===== config.mk =====
export PLATFORM = sky130hd
export DESIGN_NAME = ram_rr_arbiter
export DESIGN_NICKNAME = d
export VERILOG_FILES = /design/src/rtl/ram_rr_arbiter.sv
export SDC_FILE = /design/constraint.sdc
export NUM_CORES = 1
export LEC_CHECK = 0
export BUFFER_PORTS_ARGS = -buffer_cell sky130_fd_sc_hd__buf_2
export CAP_MARGIN = 20
export CORE_UTILIZATION = 47
export DETAILED_ROUTE_END_ITERATION = 8
export GPL_ROUTABILITY_DRIVEN = 0
export PLACE_DENSITY = 0.77
export SYNTH_ARGS = -nofsm -noshare
export SYNTH_HDL_FRONTEND = slang
export SYNTH_SLANG_ARGS = --single-unit
export TNS_END_PERCENT = 5

===== constraint.sdc =====
create_clock -name clk -period 1.99 [get_ports clk]
set_input_delay 0.398 -clock clk [delete_from_list [all_inputs] [get_ports clk]]
set_output_delay 0.398 -clock clk [all_outputs]
set_load 0.01 [all_outputs]

===== src/rtl/ram_rr_arbiter.sv =====
// -----------------------------------------------------------------------------
// ram_rr_arbiter
//
// Shares one external single-port synchronous RAM between two requesters (A, B)
// with round-robin arbitration. Each access runs IDLE -> ISSUE -> RESP, so the
// ack arrives two cycles after the request is sampled and a requester sees its
// ack before it can be reselected. A clear sequencer writes CLR_VALUE to every
// RAM word; a clear request always wins over pending accesses.
//
// Ports
//   clk, rst                 clock, synchronous active-high reset
//   a_req/a_we/a_addr/a_wdata requester A request, 1=write, address, write data
//   a_ack, a_rdata           A one-cycle completion pulse, read data
//   b_*                      same as a_* for requester B
//   clr_start                one-cycle pulse requesting a clear sequence
//   busy                     high whenever the sequencer is not idle
//   ram_we/ram_addr/ram_din  registered RAM command
//   ram_dout                 RAM registered read data
// -----------------------------------------------------------------------------
module ram_rr_arbiter #(
  parameter int unsigned     AW        = 3,
  parameter int unsigned     DW        = 8,
  parameter logic [DW-1:0]   CLR_VALUE = '0
) (
  input  logic          clk,
  input  logic          rst,
  input  logic          a_req,
  input  logic          a_we,
  input  logic [AW-1:0] a_addr,
  input  logic [DW-1:0] a_wdata,
  output logic          a_ack,
  output logic [DW-1:0] a_rdata,
  input  logic          b_req,
  input  logic          b_we,
  input  logic [AW-1:0] b_addr,
  input  logic [DW-1:0] b_wdata,
  output logic          b_ack,
  output logic [DW-1:0] b_rdata,
  input  logic          clr_start,
  output logic          busy,
  output logic          ram_we,
  output logic [AW-1:0] ram_addr,
  output logic [DW-1:0] ram_din,
  input  logic [DW-1:0] ram_dout
);

  typedef enum logic [1:0] {
    S_IDLE,
    S_ISSUE,
    S_RESP,
    S_CLEAR
  } state_e;

  localparam logic [AW-1:0] LAST_ADDR = '1;

  state_e        state_q, state_d;
  logic          clr_pending_q, clr_pending_d;
  logic          last_b_q, last_b_d;   // 1: B received the most recent grant
  logic          sel_b_q, sel_b_d;     // requester owning the in-flight access
  logic          txn_we_q, txn_we_d;   // in-flight access is a write
  logic          ram_we_q, ram_we_d;
  logic [AW-1:0] ram_addr_q, ram_addr_d;
  logic [DW-1:0] ram_din_q, ram_din_d;
  logic          a_ack_q, a_ack_d;
  logic          b_ack_q, b_ack_d;
  logic [DW-1:0] a_rdata_q, a_rdata_d;
  logic [DW-1:0] b_rdata_q, b_rdata_d;

  logic          clr_req;
  logic          grant_a;
  logic          grant_b;
  logic          pick_we;
  logic [AW-1:0] pick_addr;
  logic [DW-1:0] pick_din;

  // A clear pulse arriving in IDLE is honoured in the same cycle.
  assign clr_req = clr_pending_q | clr_start;

  // On a tie the requester that did not win last time is granted.
  assign grant_a = a_req & (~b_req | last_b_q);
  assign grant_b = b_req & ~grant_a;

  assign pick_we   = grant_b ? b_we    : a_we;
  assign pick_addr = grant_b ? b_addr  : a_addr;
  assign pick_din  = grant_b ? b_wdata : a_wdata;

  // State register
  // NOTE: sequential state uses non-blocking assignments so every flop samples
  // the pre-edge values, independent of process evaluation order.
  always_ff @(posedge clk) begin
    if (rst) begin
      state_q       <= S_IDLE;
      clr_pending_q <= 1'b0;
      last_b_q      <= 1'b1;
      sel_b_q       <= 1'b0;
      txn_we_q      <= 1'b0;
      ram_we_q      <= 1'b0;
      ram_addr_q    <= '0;
      ram_din_q     <= '0;
      a_ack_q       <= 1'b0;
      b_ack_q       <= 1'b0;
      a_rdata_q     <= '0;
      b_rdata_q     <= '0;
    end else begin
      state_q       <= state_d;
      clr_pending_q <= clr_pending_d;
      last_b_q      <= last_b_d;
      sel_b_q       <= sel_b_d;
      txn_we_q      <= txn_we_d;
      ram_we_q      <= ram_we_d;
      ram_addr_q    <= ram_addr_d;
      ram_din_q     <= ram_din_d;
      a_ack_q       <= a_ack_d;
      b_ack_q       <= b_ack_d;
      a_rdata_q     <= a_rdata_d;
      b_rdata_q     <= b_rdata_d;
    end
  end

  // Next-state logic
  // NOTE: every signal gets a default before the case so no path leaves it
  // unassigned, which would otherwise infer a latch.
  always_comb begin
    state_d       = state_q;
    clr_pending_d = clr_pending_q | clr_start;
    case (state_q)
      S_IDLE: begin
        if (clr_req) begin
          state_d       = S_CLEAR;
          clr_pending_d = 1'b0;
        end else if (a_req | b_req) begin
          state_d = S_ISSUE;
        end
      end
      S_ISSUE: state_d = S_RESP;
      S_RESP:  state_d = S_IDLE;
      S_CLEAR: begin
        // The RAM address register doubles as the clear counter.
        if (ram_addr_q == LAST_ADDR) state_d = S_IDLE;
      end
      default: state_d = S_IDLE;
    endcase
  end

  // Output / datapath logic: computes the registered outputs for the next cycle
  always_comb begin
    last_b_d   = last_b_q;
    sel_b_d    = sel_b_q;
    txn_we_d   = txn_we_q;
    ram_we_d   = 1'b0;
    ram_addr_d = ram_addr_q;
    ram_din_d  = ram_din_q;
    a_ack_d    = 1'b0;
    b_ack_d    = 1'b0;
    a_rdata_d  = a_rdata_q;
    b_rdata_d  = b_rdata_q;
    case (state_q)
      S_IDLE: begin
        if (clr_req) begin
          ram_we_d   = 1'b1;
          ram_addr_d = '0;
          ram_din_d  = CLR_VALUE;
        end else if (grant_a | grant_b) begin
          sel_b_d    = grant_b;
          last_b_d   = grant_b;
          txn_we_d   = pick_we;
          ram_we_d   = pick_we;
          ram_addr_d = pick_addr;
          ram_din_d  = pick_din;
        end
      end
      S_RESP: begin
        // ram_dout holds the word registered by the RAM at the ISSUE edge.
        a_ack_d = ~sel_b_q;
        b_ack_d = sel_b_q;
        if (!txn_we_q) begin
          if (sel_b_q) b_rdata_d = ram_dout;
          else         a_rdata_d = ram_dout;
        end
      end
      S_CLEAR: begin
        if (ram_addr_q != LAST_ADDR) begin
          ram_we_d   = 1'b1;
          ram_addr_d = ram_addr_q + 1'b1;
        end
      end
      default: ;
    endcase
  end

  assign busy     = (state_q != S_IDLE);
  assign ram_we   = ram_we_q;
  assign ram_addr = ram_addr_q;
  assign ram_din  = ram_din_q;
  assign a_ack    = a_ack_q;
  assign b_ack    = b_ack_q;
  assign a_rdata  = a_rdata_q;
  assign b_rdata  = b_rdata_q;

endmodule


# == Yosys cells after proc, flatten, opt, wreduce, memory -nomap -nowiden ==
# Index checks and enable logic that the tools add are counted.
# Widths: inputs -> output; s select.
# word_totals
output_inout_bits,31
register_bits,36
in_bits,37
# classes
reduce_logical,12
mux,17
eq_ne,9
add_sub_neg,1
bitwise,12
# op_table
cell,n
$mux 8,3
$mux 3,4
$reduce_and 3->1,4
$ne 3x3->1 const B,3
$pmux 2 s4,1
$mux 2,3
$not 1->1,6
$pmux 3 s2,1
$reduce_bool 2->1,3
$eq 2x2->1 const B,2
$mux 1,4
$ne 2x2->1 const B,2
$or 1x1->1,4
$reduce_and 2->1,2
$reduce_or 2->1,2
$add 3x1->3 const B,1
$eq 3x3->1 const B,1
$and 1x1->1,2
$eq 2x1->1 const B,1
$logic_not 2->1,1
$pmux 1 s2,1

# == Logic depth before layout (Yosys ltp) ==
# Gate-level depths: netlist of the first run.
# logic_depth
ltp_word,9
depth_mapped,8
ltp_nobuf,6

# == Worst setup path before layout of the first run ==
# OpenSTA, ideal clock, no wires.
# synth_timing
path_kind,register -> register
from,register state_q[0]
to,"register ram_din_q[0], in the netlist ram_din[0]"
period_less_slack_ps,1475
setup_slack_ps,515
required_time_ps,1920
arrival_time_ps,1405
path_stages_with_launch,9
path_cell_list,dfxtp_1 inv_1 ha_1 buf_4 nor3b_4 and2b_1 nand2b_1 buf_6 o2bb2ai_1
# synth_via
elab_chain_cells,2
# synth_lines
element,line,source
from (decl),56,"state_e state_q, state_d;"
from (signal assigned),105,state_q <= state_d;
$logic_not 2->1,157,case (state_q)
$reduce_and 2->1 (no line),-,
to (signal assigned),112,ram_din_q <= ram_din_d;
to (decl),63,"logic [DW-1:0] ram_din_q, ram_din_d;"
# No other way between the ends.
# A chain may end at the register's enable or synchronous reset.

# == Worst setup path in the final report of the first run ==
# layout_timing
from,register state_q[0]
to,"register ram_din_q[5], in the netlist ram_din[5]"
# The elaborated chain is that of the path after synthesis.

==> results of run 1 <==
critical path: cells and delay by family, from the launching register on:
family / cells / cell delay (ns)
AO/OA/AOI/OAI: 1 / 0.19
flip-flops: 1 / 0.36
adder cells (fa/ha/maj): 1 / 0.31
AND/OR/NAND/NOR: 3 / 0.76
buffers and inverters: 1 / 0.09
layer usage:
metal	up-vias	track usage, %
met5	-	0
met4	0	6.49
met3	4	8.53
met2	55	31.6
met1	619	21.5
li1	686	-
state kept, by name, indices dropped and copies added, names as in the netlist, 2 cells and up:
| register | flops |
|---|---|
| ram_addr | 3 |
| state_q | 2 |
| b_rdata | 8 |
| a_rdata | 8 |
| ram_din | 8 |
through the flow:
step / worst slack, ns / area, sq um / total power, mW
final: 0.206 / 2070 / 2.39
after global routing: 0.0399 / 2070 / 2.57
after CTS: 0.169 / 2070 / 2.42
after detailed placement: 0.217 / 1970 / 1.84
after global placement: 0.324 / 1970 / 1.83
after floorplan: 0.515 / 1600 / 1.58
cell type report:
class                   instances  area (sq um)
inverters                       3          11.3
well taps                      44          55.1
clock inverters                 1          30.0
multi-input cells             109           826
clock buffers                   7          65.1
repair buffers                 70           358
flip-flops and latches         36           721
fillers                       301          1090
synth_stat cells:
| cell type | instances |
|---|---|
| a211oi_1 | 6 |
| a21boi_4 | 1 |
| a21oi_1 | 4 |
| a221o_1 | 1 |
| a2bb2oi_1 | 1 |
| and2_1 | 3 |
| and2b_1 | 1 |
| and3b_1 | 1 |
| buf_2 | 2 |
| buf_4 | 1 |
| buf_6 | 2 |
| clkbuf_1 | 3 |
| dfxtp_1 | 36 |
| ha_1 | 6 |
| inv_1 | 3 |
| mux2_1 | 3 |
| mux2i_1 | 25 |
| nand2_1 | 5 |
| nand2b_1 | 2 |
| nand3b_1 | 1 |
| nor2_1 | 21 |
| nor2_4 | 1 |
| nor2b_1 | 5 |
| nor3_1 | 5 |
| nor3b_1 | 2 |
| nor3b_4 | 1 |
| o21ai_0 | 3 |
| o21ai_1 | 1 |
| o22ai_1 | 1 |
| o2bb2ai_1 | 9 |
report_power, final:
part	switching [mW]	total [mW]	internal, mW
sequential	0.0886	0.949	0.861
clock	0.237	0.571	0.333
combinational	0.464	0.873	0.409
total	0.790	2.39	1.60
cells by family (layout without fill, tap and decap cells):
| logic type | Yosys count | in the layout | synth area share [%] |
|---|---|---|---|
| AO/OA/AOI/OAI | 27 | 27 | 12.9 |
| multiplexers | 28 | 28 | 17.7 |
| AND/OR/NAND/NOR | 48 | 48 | 15.8 |
| buffers and inverters | 11 | 81 | 3.90 |
| adder cells (fa/ha/maj) | 6 | 6 | 4.68 |
| flip-flops | 36 | 36 | 44.9 |
how the worst max path moves through the flow:
stage / from / end / slack (ns) / cells past startpoint
floorplan: state_q[0]$_SDFFE_PP0P_ / ram_din[0]$_SDFFE_PP0P_ / 0.51 / 8
global placement: state_q[1]$_SDFFE_PP0P_ / ram_din[0]$_SDFFE_PP0P_ / 0.32 / 6
detailed placement: state_q[0]$_SDFFE_PP0P_ / ram_din[5]$_SDFFE_PP0P_ / 0.22 / 6
CTS: state_q[0]$_SDFFE_PP0P_ / ram_din[5]$_SDFFE_PP0P_ / 0.17 / 6
global route: state_q[1]$_SDFFE_PP0P_ / ram_din[5]$_SDFFE_PP0P_ / 0.04 / 6
finish: state_q[0]$_SDFFE_PP0P_ / ram_din[5]$_SDFFE_PP0P_ / 0.21 / 6
==> results.json, run 1 <==
{
  "wl_met3_microns": 269,
  "critPathMaxStageDelay_ns": 0.37,
  "fmax_ghz": 0.560,
  "globalRoute.totalOverflow": 0,
  "pwr_density_cell_mw_per_mm2": 1160,
  "drive_gt1_share_pct": 36.3,
  "synth-warning-count": 0,
  "drtIter0Drc": 71,
  "final.setup.tns_ns": 0,
  "num-nets-final": 268,
  "min_path_type": "in -> reg",
  "synth_top_area_share_pct": 44.9,
  "outcome": "completed",
  "worst_path_max_delay_cell": "nor3b_4",
  "cp_max_fo": 9,
  "postLayoutCoreUtil_pct": 65.5,
  "maximum_number_of_pins_on_one_net_before_global_route_repair": 31,
  "yosys.cell_types.count": 30,
  "period_needed_ns": 1.78,
  "timing.critical_path.arrival_ns": 2.05,
  "timing.hold.worst_endpoint": "b_rdata[6]$_SDFFE_PP0P_",
  "dp_hpwl_mm": 2.37,
  "crit-reg2reg-launch": "state_q[0]$_SDFFE_PP0P_",
  "worstSkewPairLatency_ns": 0.34,
  "maxCapViolations": 0,
  "drv_slew": 0,
  "placement.io_buffers": 67,
  "worst_slew_pin_slew_ns": 0.554,
  "layout_commonest_cell": "buf_2",
  "die_area_sq_mm": 0.00365,
  "critical_path.endpoint_type": "flop",
  "critical_path_class": "reg -> reg",
  "layout.cells.non_filler": 270,
  "placedCellCount": 262,
  "met2_length_mm": 1.46,
  "wirelength_mm": 3.23,
  "mostFrequentLayoutCells": "buf_2 (67), dfxtp_1 (36), mux2i_1 (25), nor2_1 (21), o2bb2ai_1 (9)",
  "numClockSinks": 36,
  "worst_path_cell_trace": "inv_1, ha_1, nor3b_4, and2b_1, nand2b_1, o2bb2ai_1",
  "hold_bufs_inserted_after_cts": 0,
  "hold_viol": 0,
  "critPathLaunchType": "flop",
  "cts.htree.levels": 2,
  "synth.top_cells.by_area": "dfxtp_1 (45%), mux2i_1 (16%), nor2_1 (4.9%)",
  "numCtsBuffers": 5,
  "die-height_microns": 60.4,
  "fin_worst_hold_slack_ns": 0.307,
  "ioPinCount": 68,
  "synth_top_area_cell": "dfxtp_1",
  "post-cts-setup-buffer-count": 0,
  "holdCritStartpoint": "ram_dout[6]",
  "syn-num-nets": 199,
  "clk_pin_slew_ns": 0.10,
  "timing.rr.end": "ram_din[5]$_SDFFE_PP0P_",
  "cts-root-buf": "clkbuf_4",
  "route.top_layer_used": "met4",
  "synthesis.area_sq_mm": 0.00160,
  "finClkSkew_ns": 0.00721,
  "cts_buffer_depth": 2,
  "tritoncts": "yes",
  "ant_nets": 0,
  "synth_cells": 156,
  "fp-row-count": 20,
  "yosysSeqAreaShare_pct": 44.9,
  "number_of_antenna_violations_at_the_first_check_in_global_routing": 0,
  "cts.repair.resized": 0,
  "rsz0062_at_grt": "no",
  "detail_route.first_pass.iterations": 4,
  "dieWidth_microns": 60.4,
  "maxSlewHeadroom_pct": 63.0,
  "p_leak_nw": 1.03,
  "synthesis_to_layout_area_growth_pct": 28.8,
  "antenna_cells_inserted": 0,
  "vias_in_the_first_global_route": 1203,
  "reg2reg_slack_ns": 0.21,
  "timing.critical_path.required_ns": 2.26,
  "worst_hold_path.num_cells": 3,
  "grt_pass1_wl_mm": 5.09,
  "vdd_drop_max_uv": 510,
  "post-route-drc-count": 0,
  "number_of_vias_per_cell": 5.05,
  "met1Wirelength_mm": 1.48,
  "post-route-period-util_pct": 89.7,
  "wire_per_inst_microns": 11.9,
  "post_synth.cell_area_avg_sq_um": 10.3,
  "via_count": 1364,
  "synth-seq-cells": 36,
  "r2r.worst_path.cells": 6,
  "floorplan.initialDensity_pct": 50.9,
  "setup_viol": 0,
  "grt_usage_pct": 18.9,
  "core_region_area_sq_mm": 0.00315
}
Power figures use the tool's default switching activity.
==> run 2, diff against run 1 <==
Settings changed: SETUP_SLACK_MARGIN set to 0.3.
==> results.json, run 2 (synthesis gave the netlist of run 1 again) <==
{
  "critPathMaxStageDelay_ns": 0.36,
  "post-route-drc-count": 0,
  "ioPinCount": 68,
  "grt_usage_pct": 19.1,
  "tritoncts": "yes",
  "placedCellCount": 262,
  "worst-path-stages": 6,
  "worstSetupEndpoint": "last_b_q$_SDFFE_PP1P_",
  "final.setup.tns_ns": 0,
  "placement.io_buffers": 67,
  "synthesis_to_layout_area_growth_pct": 31.3,
  "post-route-period-util_pct": 81.4,
  "maxSlewHeadroom_pct": 65.0,
  "worst_slew_pin_slew_ns": 0.524,
  "power.clock.fraction_pct": 23.2,
  "worstSkewPairLatency_ns": 0.34,
  "die_area_sq_mm": 0.00365,
  "detail_route.first_pass.iterations": 4,
  "critical_path.endpoint_type": "flop",
  "net-switching-power_uw": 806,
  "num-nets-final": 271,
  "drtIter0Drc": 45,
  "globalRouteMet3Util_pct": 8.53,
  "crit-reg2reg-launch": "state_q[0]$_SDFFE_PP0P_",
  "r2r.worst_path.cells": 6,
  "timing.rr.end": "last_b_q$_SDFFE_PP1P_",
  "cts.htree.levels": 2,
  "antenna_cells_inserted": 0,
  "fmax_ghz": 0.617,
  "pwr_density_cell_mw_per_mm2": 1170,
  "cts_buffer_depth": 2,
  "worst_path_max_delay_cell": "dfxtp_2",
  "combinational_share_of_power_pct": 38.0,
  "layout_commonest_cell": "buf_2",
  "finClkSkew_ns": 0.00736,
  "dp_hpwl_mm": 2.37,
  "floorplan.initialDensity_pct": 50.9,
  "mostFrequentLayoutCells": "buf_2 (67), dfxtp_1 (34), mux2i_1 (25), nor2_1 (21), o2bb2ai_1 (9)",
  "power_report.internal_total_mw": 1.65,
  "numCtsBuffers": 5,
  "maxCapViolations": 0,
  "grt_pass1_wl_mm": 5.15,
  "dieWidth_microns": 60.4,
  "timing.critical_path.arrival_ns": 1.86,
  "switching_share_pct": 32.8,
  "reg2reg_slack_ns": 0.37,
  "layout.cells.non_filler": 273,
  "critPathBufInv": 2,
  "ant_nets": 0,
  "drv_slew": 0,
  "grt.busiest_layer": "met2",
  "hold_viol": 0,
  "drive_gt1_share_pct": 38.9,
  "critical_path_class": "reg -> reg",
  "crit_start": "state_q[0]$_SDFFE_PP0P_",
  "met1_track_usage_gr_pct": 21.6,
  "die-height_microns": 60.4,
  "seq_power_share_pct": 38.8,
  "worst_path_cell_trace": "inv_1, ha_4, nor3b_4, buf_4, nand2_1, a221o_1",
  "timing.critical_path.required_ns": 2.23,
  "number_of_vias_per_cell": 5.06,
  "setup_viol": 0,
  "critPathLaunchType": "flop",
  "globalRoute.totalOverflow": 0,
  "number_of_antenna_violations_at_the_first_check_in_global_routing": 0,
  "min_path_type": "in -> reg",
  "period_needed_ns": 1.62,
  "vias_in_the_first_global_route": 1199,
  "maximum_number_of_pins_on_one_net_before_global_route_repair": 31,
  "core_region_area_sq_mm": 0.00315,
  "grt_use_met2_pct": 32.5,
  "via_count": 1382,
  "numClockSinks": 36,
  "p_leak_nw": 1.05,
  "outcome": "completed",
  "vdd_drop_max_uv": 574,
  "cts-root-buf": "clkbuf_4",
  "path_delay_family": "flip-flops",
  "rsz0062_at_grt": "yes",
  "wire_per_inst_microns": 11.9,
  "hold_bufs_inserted_after_cts": 0,
  "clk_pin_slew_ns": 0.11,
  "fp-row-count": 20,
  "cp_max_fo": 9,
  "wirelength_mm": 3.24
}
[run 2: area by class of cell]
class                      count  area, sq um
multi-input combinational    109          841
clock inverter                 1         30.0
tap                           44         55.1
timing repair buffer          73          380
fill                         295         1050
clock buffer                   7         65.1
inverter                       3         11.3
sequential                    36          723
[run 2: power groups by stage]
| stage | logic, mW | clock network (mW) | registers, mW |
|---|---|---|---|
| floorplan | 0.571 | 0 | 1.01 |
| global placement | 0.864 | 0 | 0.962 |
| detailed placement | 0.874 | 0 | 0.965 |
| CTS | 0.910 | 0.587 | 0.953 |
| global route | 1.04 | 0.625 | 0.977 |
| finish | 0.933 | 0.571 | 0.954 |
[run 2: repair_timing]
item	in CTS	in global routing
resized for setup	2	3
setup endpoints to repair	9	13
setup buffers	2	1
[run 2: stage by stage]
step / hold WS (ns) / util [%] / area [sq um] / worst slack, ns / power, mW
after CTS: 0.294 / 66.1 / 2080 / 0.309 / 2.45
after global placement: 0.444 / 62.5 / 1970 / 0.324 / 1.83
after floorplan: 0.452 / - / 1600 / 0.515 / 1.58
after detailed placement: 0.443 / 62.5 / 1970 / 0.217 / 1.84
after global routing: 0.290 / 66.8 / 2110 / 0.290 / 2.64
final: 0.307 / 66.8 / 2110 / 0.370 / 2.46
[run 2: per-layer routing]
metal  up-vias  part of all wire (%)
met3         5                   8.8
met2        56                    46
met1       627                    44
li1        694                     -
met4         0                  0.83
met5         -                     0
[run 2: how the worst min path moves through the flow]
stage                                  startpoint                      end  slack [ns]  cells past startpoint
after global routing                  ram_dout[1]  a_rdata[1]$_SDFFE_PP0P_        0.29                      3
after detailed placement  ram_din[4]$_SDFFE_PP0P_  ram_din[4]$_SDFFE_PP0P_        0.44                      1
after floorplan              sel_b_q$_SDFFE_PP0P_         a_ack$_SDFF_PP0_        0.45                      1
final                                 ram_dout[6]  b_rdata[6]$_SDFFE_PP0P_        0.31                      3
after global placement    ram_din[5]$_SDFFE_PP0P_  ram_din[5]$_SDFFE_PP0P_        0.44                      1
after CTS                             ram_dout[6]  b_rdata[6]$_SDFFE_PP0P_        0.29                      3
[run 2: tightest hold or removal path, cell delays in order]
cell and delay (ns):
buf_2 0.09, mux2i_1 0.05, nor2_1 0.07
==> run 3, diff against run 2 <==
Clock period 1.99 ns to 1.6 ns, I/O delays scaled along.
==> results.json, run 3 (synthesis gave the netlist of run 1 again) <==
{
  "power.clock.fraction_pct": 18.9,
  "cp_max_fo": 7,
  "maxCapViolations": 0,
  "worst_path_max_delay_cell": "dfxtp_2",
  "pwr_density_cell_mw_per_mm2": 1490,
  "number_of_vias_per_cell": 5.08,
  "post-route-drc-count": 0,
  "grt_pass1_wl_mm": 5.55,
  "maximum_number_of_pins_on_one_net_before_global_route_repair": 17,
  "cts.htree.levels": 2,
  "fp-row-count": 20,
  "post-route-period-util_pct": 91.0,
  "vdd_drop_max_uv": 797,
  "die-height_microns": 60.4,
  "dieWidth_microns": 60.4,
  "hold_viol": 0,
  "outcome": "completed",
  "rsz0062_at_grt": "yes",
  "combinational_share_of_power_pct": 45.3,
  "placement.io_buffers": 67,
  "critical_path_class": "reg -> reg",
  "maxSlewHeadroom_pct": 76.0,
  "vias_in_the_first_global_route": 1256,
  "timing.final.ws_setup_ns": 0.144,
  "clk_pin_slew_ns": 0.12,
  "ioPinCount": 68,
  "worst_slew_pin_slew_ns": 0.358,
  "grt_usage_pct": 20.8,
  "pre_cts_ws_ns": 0.0328,
  "net-switching-power_mw": 1.17,
  "timing.critical_path.required_ns": 1.86,
  "timing.critical_path.arrival_ns": 1.72,
  "wire_per_inst_microns": 13.2,
  "drv_slew": 0,
  "post-layout-total-power_mw": 3.33,
  "fmax_ghz": 0.687,
  "period_needed_ns": 1.46,
  "num-nets-final": 279,
  "drive_gt1_share_pct": 48.1,
  "worstSkewPairLatency_ns": 0.35,
  "globalRoute.totalOverflow": 0,
  "via_count": 1427,
  "wirelength_mm": 3.71,
  "detail_route.first_pass.iterations": 4,
  "min_path_type": "in -> reg",
  "finClkSkew_ns": 0.0129,
  "setup_viol": 0,
  "numCtsBuffers": 5,
  "ant_nets": 0,
  "power_report.internal_total_mw": 2.16,
  "critPathMaxStageDelay_ns": 0.35,
  "critPathLaunchType": "flop",
  "floorplan.initialDensity_pct": 50.9,
  "p_leak_nw": 1.09,
  "numClockSinks": 36,
  "path_delay_family": "simple AND/OR/NAND/NOR gates",
  "cts_buffer_depth": 2,
  "cts-root-buf": "clkbuf_4",
  "tritoncts": "yes",
  "die_area_sq_mm": 0.00365,
  "mostFrequentLayoutCells": "buf_2 (67), dfxtp_1 (33), mux2i_1 (25), nor2_1 (20), buf_4 (13)",
  "critPathBufInv": 2,
  "core_region_area_sq_mm": 0.00315,
  "seq_power_share_pct": 35.8,
  "dp_hpwl_mm": 2.59,
  "antenna_cells_inserted": 0,
  "drtIter0Drc": 56,
  "final.setup.tns_ns": 0,
  "synthesis_to_layout_area_growth_pct": 39.2,
  "layout_commonest_cell": "buf_2",
  "worst_path_cell_trace": "inv_2, ha_4, nor3b_4, buf_6, and2b_2, nor2_1, a211oi_1",
  "number_of_antenna_violations_at_the_first_check_in_global_routing": 0,
  "critical_path.endpoint_type": "flop",
  "switching_share_pct": 35.0,
  "hold_bufs_inserted_after_cts": 0
}
## run 3: final timing paths
| kind | startpoint | endpoint | slack [ns] | cells after the start |
|---|---|---|---|---|
| setup reg to reg | state_q[1]$_SDFFE_PP0P_ | txn_we_q$_SDFFE_PP0P_ | 0.14 | 7 |
| hold / removal | ram_dout[5] | b_rdata[5]$_SDFFE_PP0P_ | 0.21 | 3 |
| setup / recovery | state_q[1]$_SDFFE_PP0P_ | txn_we_q$_SDFFE_PP0P_ | 0.14 | 7 |
| hold reg to reg | ram_din[0]$_SDFFE_PP0P_ | ram_din[0]$_SDFFE_PP0P_ | 0.47 | 1 |
## run 3: what timing repair did
action | in CTS | in global routing
pin swaps | 4 | 5
gates resized for setup | 6 | 16
setup endpoints to repair | 24 | 33
setup buffers | 3 | 3
## run 3: metal layers
layer  up-vias  GRT usage (%)  part of all wire, %
met5         -              0                    0
met4         0           9.74                  2.0
met3         9           5.54                  5.4
met2        48           35.3                   49
met1       655           24.5                   43
li1        715              -                    -
## run 3: area by class of cell
class                   count  area (sq um)
multi-input cells         109           921
repair buffers             81           444
clock buffers               6          41.3
inverters                   3          11.3
well taps                  44          55.1
flip-flops and latches     36           724
fillers                   253           921
clock inverters             2          35.0
## run 3: metrics by stage
stage	cells	hold slack (ns)	util (%)	cell area (sq um)
after global placement	267	0.450	64.0	2020
after floorplan	156	0.452	-	1620
after global routing	281	0.221	70.8	2230
after CTS	278	0.204	67.7	2130
final	281	0.208	70.8	2230
after detailed placement	267	0.446	64.0	2020
## run 3: power groups by stage
stage | sequential (mW) | clock [mW] | combinational [mW]
floorplan | 1.26 | 0 | 0.751
global placement | 1.20 | 0 | 1.17
detailed placement | 1.21 | 0 | 1.19
CTS | 1.19 | 0.639 | 1.28
global route | 1.22 | 0.673 | 1.63
finish | 1.19 | 0.629 | 1.51
## run 3: worst min-delay path, cell delays in order
cell     delay (ns)
buf_2          0.09
mux2i_1        0.05
nor2_1         0.07
